### src/rtl/ro_puf_challenge_sequencer.sv
`timescale 1ns/1ps
// -----------------------------------------------------------------------------
// ro_puf_challenge_sequencer
//
// Purpose:
//   Drives the RO-PUF counter group through one challenge pair per response bit.
//   For each pair it holds the counter group in reset with the pair selected, then
//   releases reset for a fixed evaluation window and collects the 1-bit verdict.
//   The bits are gathered into a RESP_BITS-wide response word.
//
//   Outputs are registered decodes of the current state. They therefore trail
//   the state register by one cycle. Because of this, done rises
//   1 + RESP_BITS*(RST_CYCLES+EVAL_CYCLES+1) cycles after the accepting edge.
//
// Ports:
//   clk          in   system clock, rising edge
//   reset        in   asynchronous active-high reset, clears all state
//   start        in   one-cycle request, accepted only when idle and not busy
//   challenge    in   8-bit seed: [3:0] base for cha0, [7:4] base for cha1
//   cg_response  in   counter-group verdict, captured in SAMPLE
//   cg_reset     out  counter-group reset (low only while evaluating)
//   cg_cha0      out  4-bit ring-oscillator select A
//   cg_cha1      out  4-bit ring-oscillator select B
//   busy         out  high while a run is in progress
//   done         out  one-cycle pulse when the response word is complete
//   response     out  collected bits, bit k = verdict of pair k
// -----------------------------------------------------------------------------
module ro_puf_challenge_sequencer #(
    parameter int RESP_BITS   = 8,
    parameter int RST_CYCLES  = 4,
    parameter int EVAL_CYCLES = 1024
) (
    input  logic                 clk,
    input  logic                 reset,
    input  logic                 start,
    input  logic [7:0]           challenge,
    input  logic                 cg_response,
    output logic                 cg_reset,
    output logic [3:0]           cg_cha0,
    output logic [3:0]           cg_cha1,
    output logic                 busy,
    output logic                 done,
    output logic [RESP_BITS-1:0] response
);

    localparam int MAX_CYCLES = (RST_CYCLES > EVAL_CYCLES) ? RST_CYCLES : EVAL_CYCLES;
    localparam int TW         = $clog2(MAX_CYCLES + 1);
    localparam int KW         = (RESP_BITS > 1) ? $clog2(RESP_BITS) : 1;

    localparam logic [TW-1:0] RST_LOAD  = TW'(RST_CYCLES - 1);
    localparam logic [TW-1:0] EVAL_LOAD = TW'(EVAL_CYCLES - 1);
    localparam logic [KW-1:0] LAST_K    = KW'(RESP_BITS - 1);

    typedef enum logic [2:0] {
        S_IDLE,
        S_RST_CG,
        S_EVAL,
        S_SAMPLE,
        S_DONE
    } state_t;

    state_t         state, next_state;
    logic [TW-1:0]  timer;
    logic [KW-1:0]  k;
    logic [7:0]     seed;
    logic           accept;
    logic [3:0]     pair_a, pair_b, pair_b_fixed;

    // The busy register is still high in the cycle after DONE. Gating on it
    // keeps a start that arrives during the done pulse from being accepted.
    assign accept = (state == S_IDLE) && start && !busy;

    // Pair k selects oscillators (seed_lo+k, seed_hi+k) mod 16. Racing an
    // oscillator against itself carries no information. When both selects
    // coincide, the MSB of the second select is flipped.
    assign pair_a       = seed[3:0] + 4'(k);
    assign pair_b       = seed[7:4] + 4'(k);
    assign pair_b_fixed = (pair_a == pair_b) ? (pair_b ^ 4'b1000) : pair_b;

    // NOTE: state and datapath registers use non-blocking assignments so that
    // every register samples the values from before the edge.
    always_ff @(posedge clk or posedge reset) begin
        if (reset) begin
            state <= S_IDLE;
        end else begin
            state <= next_state;
        end
    end

    // NOTE: next_state gets a default first, so no path through the case
    // leaves it unassigned. Otherwise a latch would be inferred.
    always_comb begin
        next_state = state;
        case (state)
            S_IDLE:   if (accept)        next_state = S_RST_CG;
            S_RST_CG: if (timer == '0)   next_state = S_EVAL;
            S_EVAL:   if (timer == '0)   next_state = S_SAMPLE;
            S_SAMPLE: next_state = (k == LAST_K) ? S_DONE : S_RST_CG;
            S_DONE:   next_state = S_IDLE;
            default:  next_state = S_IDLE;
        endcase
    end

    always_ff @(posedge clk or posedge reset) begin
        if (reset) begin
            cg_reset <= 1'b1;
            cg_cha0  <= '0;
            cg_cha1  <= '0;
            busy     <= 1'b0;
            done     <= 1'b0;
            response <= '0;
            k        <= '0;
            timer    <= '0;
            seed     <= '0;
        end else begin
            cg_reset <= (state != S_EVAL);
            busy     <= (state != S_IDLE);
            done     <= (state == S_DONE);

            case (state)
                S_IDLE: begin
                    if (accept) begin
                        seed     <= challenge;
                        response <= '0;
                        k        <= '0;
                        timer    <= RST_LOAD;
                    end
                end
                S_RST_CG: begin
                    // Selects are loaded only here. They then stay frozen
                    // through EVAL and SAMPLE.
                    cg_cha0 <= pair_a;
                    cg_cha1 <= pair_b_fixed;
                    timer   <= (timer == '0) ? EVAL_LOAD : timer - TW'(1);
                end
                S_EVAL: begin
                    if (timer != '0) begin
                        timer <= timer - TW'(1);
                    end
                end
                S_SAMPLE: begin
                    response[k] <= cg_response;
                    timer       <= RST_LOAD;
                    if (k != LAST_K) begin
                        k <= k + KW'(1);
                    end
                end
                default: ;
            endcase
        end
    end

endmodule
### config.mk
export PLATFORM = sky130hd
export DESIGN_NAME = ro_puf_challenge_sequencer
export DESIGN_NICKNAME = d
export VERILOG_FILES = /design/src/rtl/ro_puf_challenge_sequencer.sv
export SDC_FILE = /design/constraint.sdc
export NUM_CORES = 1
export LEC_CHECK = 0
export ABC_AREA = 0
export CAP_MARGIN = 25
export CORE_ASPECT_RATIO = 1.4
export CORE_MARGIN = 2
export CORE_UTILIZATION = 59
export DETAILED_ROUTE_END_ITERATION = 10
export GPL_TIMING_DRIVEN = 0
export MAX_ROUTING_LAYER = met4
export PLACE_DENSITY = 0.82
export SLEW_MARGIN = 20
export SYNTH_ARGS = -nofsm -noshare
export SYNTH_HDL_FRONTEND = slang
export SYNTH_SLANG_ARGS = --single-unit
### constraint.sdc
create_clock -name clk -period 3.15 [get_ports clk]
set_clock_uncertainty 0.15 [all_clocks]
set_input_delay 0.63 -clock clk [delete_from_list [all_inputs] [get_ports clk]]
set_output_delay 0.63 -clock clk [all_outputs]
set_load 0.02 [all_outputs]
==> impl_metrics.xml <==
<?xml version="1.0" encoding="UTF-8"?>
<metrics>
  <group name="placed_design">
    <metric name="port_buffers" unit="">30</metric>
    <metric name="dpl_cells" unit="">309</metric>
    <metric name="place.detailed.hpwl" unit="microns">3490</metric>
    <metric name="place.gp.congestion" unit="">0.824</metric>
    <metric name="pre_cts_ws" unit="ns">0.525</metric>
  </group>
  <group name="worst_setup_path">
    <metric name="slowest_stage" unit="">sky130_fd_sc_hd__dfrtp_1</metric>
    <metric name="worstSetupEndpointType" unit="">flop</metric>
    <metric name="type_of_the_worst_setup_path" unit="">flop to flop</metric>
    <metric name="cpMostUsedCell" unit="">sky130_fd_sc_hd__xor2_1</metric>
    <metric name="worst-path-stages" unit="">7</metric>
    <metric name="critical_path_required" unit="ns">3.19</metric>
    <metric name="timing.critical_path.buf_inv" unit="">1</metric>
    <metric name="worstPathCellList" unit="">inv_1 &gt; fa_1 &gt; xor2_1 &gt; xor2_1 &gt; nor3_1 &gt; nand3_1 &gt; o311ai_0</metric>
    <metric name="highest_net_fanout_along_the_worst_path" unit="">11</metric>
    <metric name="peak_per_stage_delay_on_the_critical_path" unit="ns">0.61</metric>
    <metric name="cp_top_family" unit="">flip-flops</metric>
    <metric name="cp.arrival" unit="ns">2.50</metric>
    <metric name="r2r.worst_path.cells" unit="">7</metric>
    <metric name="critPathLaunchType" unit="">flop</metric>
  </group>
  <group name="power">
    <metric name="leakagePower" unit="nW">1.25</metric>
    <metric name="clock_power_share" unit="%">36.6</metric>
    <metric name="vdd_drop_max" unit="V">0.000354</metric>
    <metric name="totalPowerFinal" unit="mW">1.03</metric>
    <metric name="power.net_switching" unit="mW">0.240</metric>
    <metric name="power_frac_comb" unit="%">7.0</metric>
    <metric name="switching_share" unit="%">23.3</metric>
    <metric name="cell_internal_pwr" unit="mW">0.793</metric>
    <metric name="power_density" unit="nW/um^2">366</metric>
    <metric name="power_frac_seq" unit="%">56.4</metric>
  </group>
  <group name="cts">
    <metric name="hold_buffers" unit="">0</metric>
    <metric name="max-clock-path-buffers" unit="">2</metric>
    <metric name="cts.sink_count" unit="">44</metric>
    <metric name="cts-htree-levels" unit="">2</metric>
    <metric name="numCtsBuffers" unit="">5</metric>
    <metric name="tritoncts" unit="">built</metric>
    <metric name="cts_resized" unit="">0</metric>
    <metric name="clkLatencyLatePin" unit="ns">0.30</metric>
    <metric name="clock_tree.root_cell" unit="">sky130_fd_sc_hd__clkbuf_8</metric>
    <metric name="post-cts-setup-buffers" unit="">0</metric>
    <metric name="cts.reportedPaths.clkPinSlew" unit="ns">0.09</metric>
  </group>
  <group name="timing">
    <metric name="final_number_of_setup_violating_endpoints" unit="">0</metric>
    <metric name="setup-tns-final" unit="ns">0</metric>
    <metric name="period_share" unit="%">77.9</metric>
    <metric name="tightest_slew" unit="ns">0.466</metric>
    <metric name="final_critical_path_setup_slack" unit="ns">0.695</metric>
    <metric name="relSlewSlack" unit="%">68.1</metric>
    <metric name="slew_violations" unit="">0</metric>
    <metric name="fmax" unit="MHz">407</metric>
    <metric name="grt_setup_unrepaired" unit="">false</metric>
    <metric name="min_period" unit="ns">2.46</metric>
    <metric name="count_of_final_hold_check_violations" unit="">0</metric>
  </group>
  <group name="detailed_routing">
    <metric name="viasPerCell" unit="">5.79</metric>
    <metric name="routed-via-count" unit="">1834</metric>
    <metric name="detail_route_antenna_nets" unit="">0</metric>
    <metric name="drt-initial-drc-count" unit="">68</metric>
    <metric name="routed_wl" unit="microns">4780</metric>
    <metric name="drt_drc_violations_left" unit="">0</metric>
    <metric name="wl_per_cell" unit="microns">15.1</metric>
    <metric name="drt_pass1_iterations" unit="">4</metric>
  </group>
  <group name="layout">
    <metric name="final_layout_size_suffix_gt1_share" unit="%">12.4</metric>
    <metric name="antennaDiodeCount" unit="">0</metric>
    <metric name="final_net_count" unit="">297</metric>
    <metric name="final_cells" unit="">317</metric>
    <metric name="final_core_util" unit="%">72.7</metric>
    <metric name="flow.area_growth_from_synthesis" unit="%">20.0</metric>
  </group>
  <group name="run_status">
    <metric name="outcome" unit="">finished, final reports clean</metric>
  </group>
  <group name="global_routing">
    <metric name="grt_overflow" unit="">0</metric>
    <metric name="antenna_violations_before_repair" unit="">0</metric>
    <metric name="first_pass_grt_wire_length" unit="microns">8210</metric>
    <metric name="first_global_vias" unit="">1804</metric>
    <metric name="global_route.usage.total" unit="%">24.1</metric>
    <metric name="grt_start_max_net_pins" unit="">28</metric>
  </group>
  <group name="logic_synthesis">
    <metric name="async_flop_share" unit="%">100</metric>
    <metric name="ys.flop_type" unit="">sky130_fd_sc_hd__dfrtp_1</metric>
    <metric name="synth.top_cell.area_share" unit="%">45.7</metric>
    <metric name="syn-mean-instance-area" unit="sq um">10.0</metric>
    <metric name="synth.ff_latch_count" unit="">44</metric>
    <metric name="syn_area" unit="sq um">2350</metric>
    <metric name="syn_nets" unit="">259</metric>
    <metric name="yosysUniqueCellTypes" unit="">45</metric>
    <metric name="syn_inst" unit="">235</metric>
    <metric name="synthMostInstantiatedCell" unit="">sky130_fd_sc_hd__dfrtp_1</metric>
    <metric name="yosys_warnings" unit="">0</metric>
    <metric name="synth_area_leaders" unit="">sky130_fd_sc_hd__dfrtp_1, sky130_fd_sc_hd__o21ai_0, sky130_fd_sc_hd__ha_1, sky130_fd_sc_hd__mux2_2, sky130_fd_sc_hd__nor2_1</metric>
    <metric name="post-synth-top-area-cell" unit="">sky130_fd_sc_hd__dfrtp_1</metric>
    <metric name="synth_commonest_cells" unit="">sky130_fd_sc_hd__dfrtp_1, sky130_fd_sc_hd__o21ai_0, sky130_fd_sc_hd__nor2_1</metric>
    <metric name="synth_enable_flop_cells" unit="">0</metric>
    <metric name="synth-seq-area-share" unit="%">46.8</metric>
  </group>
  <group name="die">
    <metric name="core.rowCount" unit="">27</metric>
    <metric name="placeableCoreArea" unit="sq um">3880</metric>
    <metric name="initial_core_util" unit="%">60.6</metric>
    <metric name="io-pin-count" unit="">31</metric>
    <metric name="die_area" unit="sq um">4520</metric>
    <metric name="die_w" unit="microns">57.4</metric>
    <metric name="die_height" unit="microns">78.7</metric>
  </group>
  <group name="hold_path">
    <metric name="number_of_cells_traversed_by_the_worst_hold_path" unit="">2</metric>
    <metric name="timing.hold.worst.class" unit="">flop to flop</metric>
  </group>
  <group name="flow_run">
    <metric name="max-cap-violations" unit="">0</metric>
  </group>
</metrics>
[worst register-to-register path: stages (launching register included)]
cell,delay (ns)
sky130_fd_sc_hd__dfrtp_1,0.61
sky130_fd_sc_hd__inv_1,0.24
sky130_fd_sc_hd__fa_1,0.47
sky130_fd_sc_hd__xor2_1,0.26
sky130_fd_sc_hd__xor2_1,0.11
sky130_fd_sc_hd__nor3_1,0.27
sky130_fd_sc_hd__nand3_1,0.11
sky130_fd_sc_hd__o311ai_0,0.12
[per-layer routing]
metal | GRT usage [%] | vias up | part of all wire, %
li1 | - | 906 | -
met1 | 30.1 | 874 | 45
met2 | 38.0 | 46 | 50
met3 | 4.72 | 8 | 3.5
met4 | 10.9 | 0 | 1.9
met5 | - | - | 0
[cell families (layout without fill, tap and decap cells)]
logic type	count (synthesis)	count (layout)	synth area share, %
buffers and inverters	17	56	3.88
adder cells (fa/ha/maj)	12	12	7.02
AO/OA/AOI/OAI	64	64	17.2
flip-flops	44	44	46.8
AND/OR/NAND/NOR	81	81	17.5
multiplexers	10	10	4.94
XOR/XNOR	7	7	2.61
[power groups by stage]
stage               Clock [mW]  Combinational, mW  Sequential [mW]
global route             0.405             0.0805            0.584
floorplan                    0             0.0279            0.601
global placement             0             0.0683            0.594
detailed placement           0             0.0735            0.594
CTS                      0.389             0.0740            0.582
finish                   0.378             0.0724            0.582
[stage by stage]
| step | cell area [sq um] | hold WS, ns |
|---|---|---|
| 6_report | 2820 | 0.328 |
| 5_1_grt | 2820 | 0.350 |
| 4_1_cts | 2820 | 0.333 |
| 3_5_place_dp | 2730 | 0.311 |
| 3_3_place_gp | 2710 | 0.309 |
| 2_1_floorplan | 2350 | 0.334 |
[cells in the final DEF (no fill, tap or decap), drive strengths merged, types with 5 or more instances in the layout]
master         Yosys  final
nand2b             8      8
buf                5      6
nor2              22     22
clkdlybuf4s50      0     30
xor2               5      5
nand2             21     21
o21ai             27     27
ha                10     10
mux2              10     10
inv                8      9
clkbuf             4     10
a21oi             10     10
and2               5      5
nand3              5      5
dfrtp             43     43
nor3               6      6
[worst paths after layout]
path                       startpoint  slack (ns)           to
max                              k[1]        0.70   cg_cha1[3]
min                        cg_cha1[0]        0.33   cg_cha1[0]
max reg2reg                      k[1]        0.70   cg_cha1[3]
min reg2reg                cg_cha1[0]        0.33   cg_cha1[0]
max in group asynchronous       reset        1.90      seed[3]
min in group asynchronous       reset        0.48  response[6]
[state kept, by name, indices dropped and copies added (netlist names), 3 cells and up]
| name | flops |
|---|---|
| response | 8 |
| cg_cha1 | 4 |
| k | 3 |
| state | 3 |
| cg_cha0 | 4 |
| seed | 8 |
| timer | 11 |
[final cells by class]
| class | instances | area [sq um] |
|---|---|---|
| clock inverter | 2 | 13.8 |
| inverter | 8 | 30.0 |
| clock buffer | 6 | 82.6 |
| fill | 297 | 1060 |
| timing repair buffer | 31 | 320 |
| sequential | 44 | 1100 |
| buffer | 9 | 61.3 |
| tap | 43 | 53.8 |
| multi-input combinational | 174 | 1160 |
(Power assumes the default switching activity.)
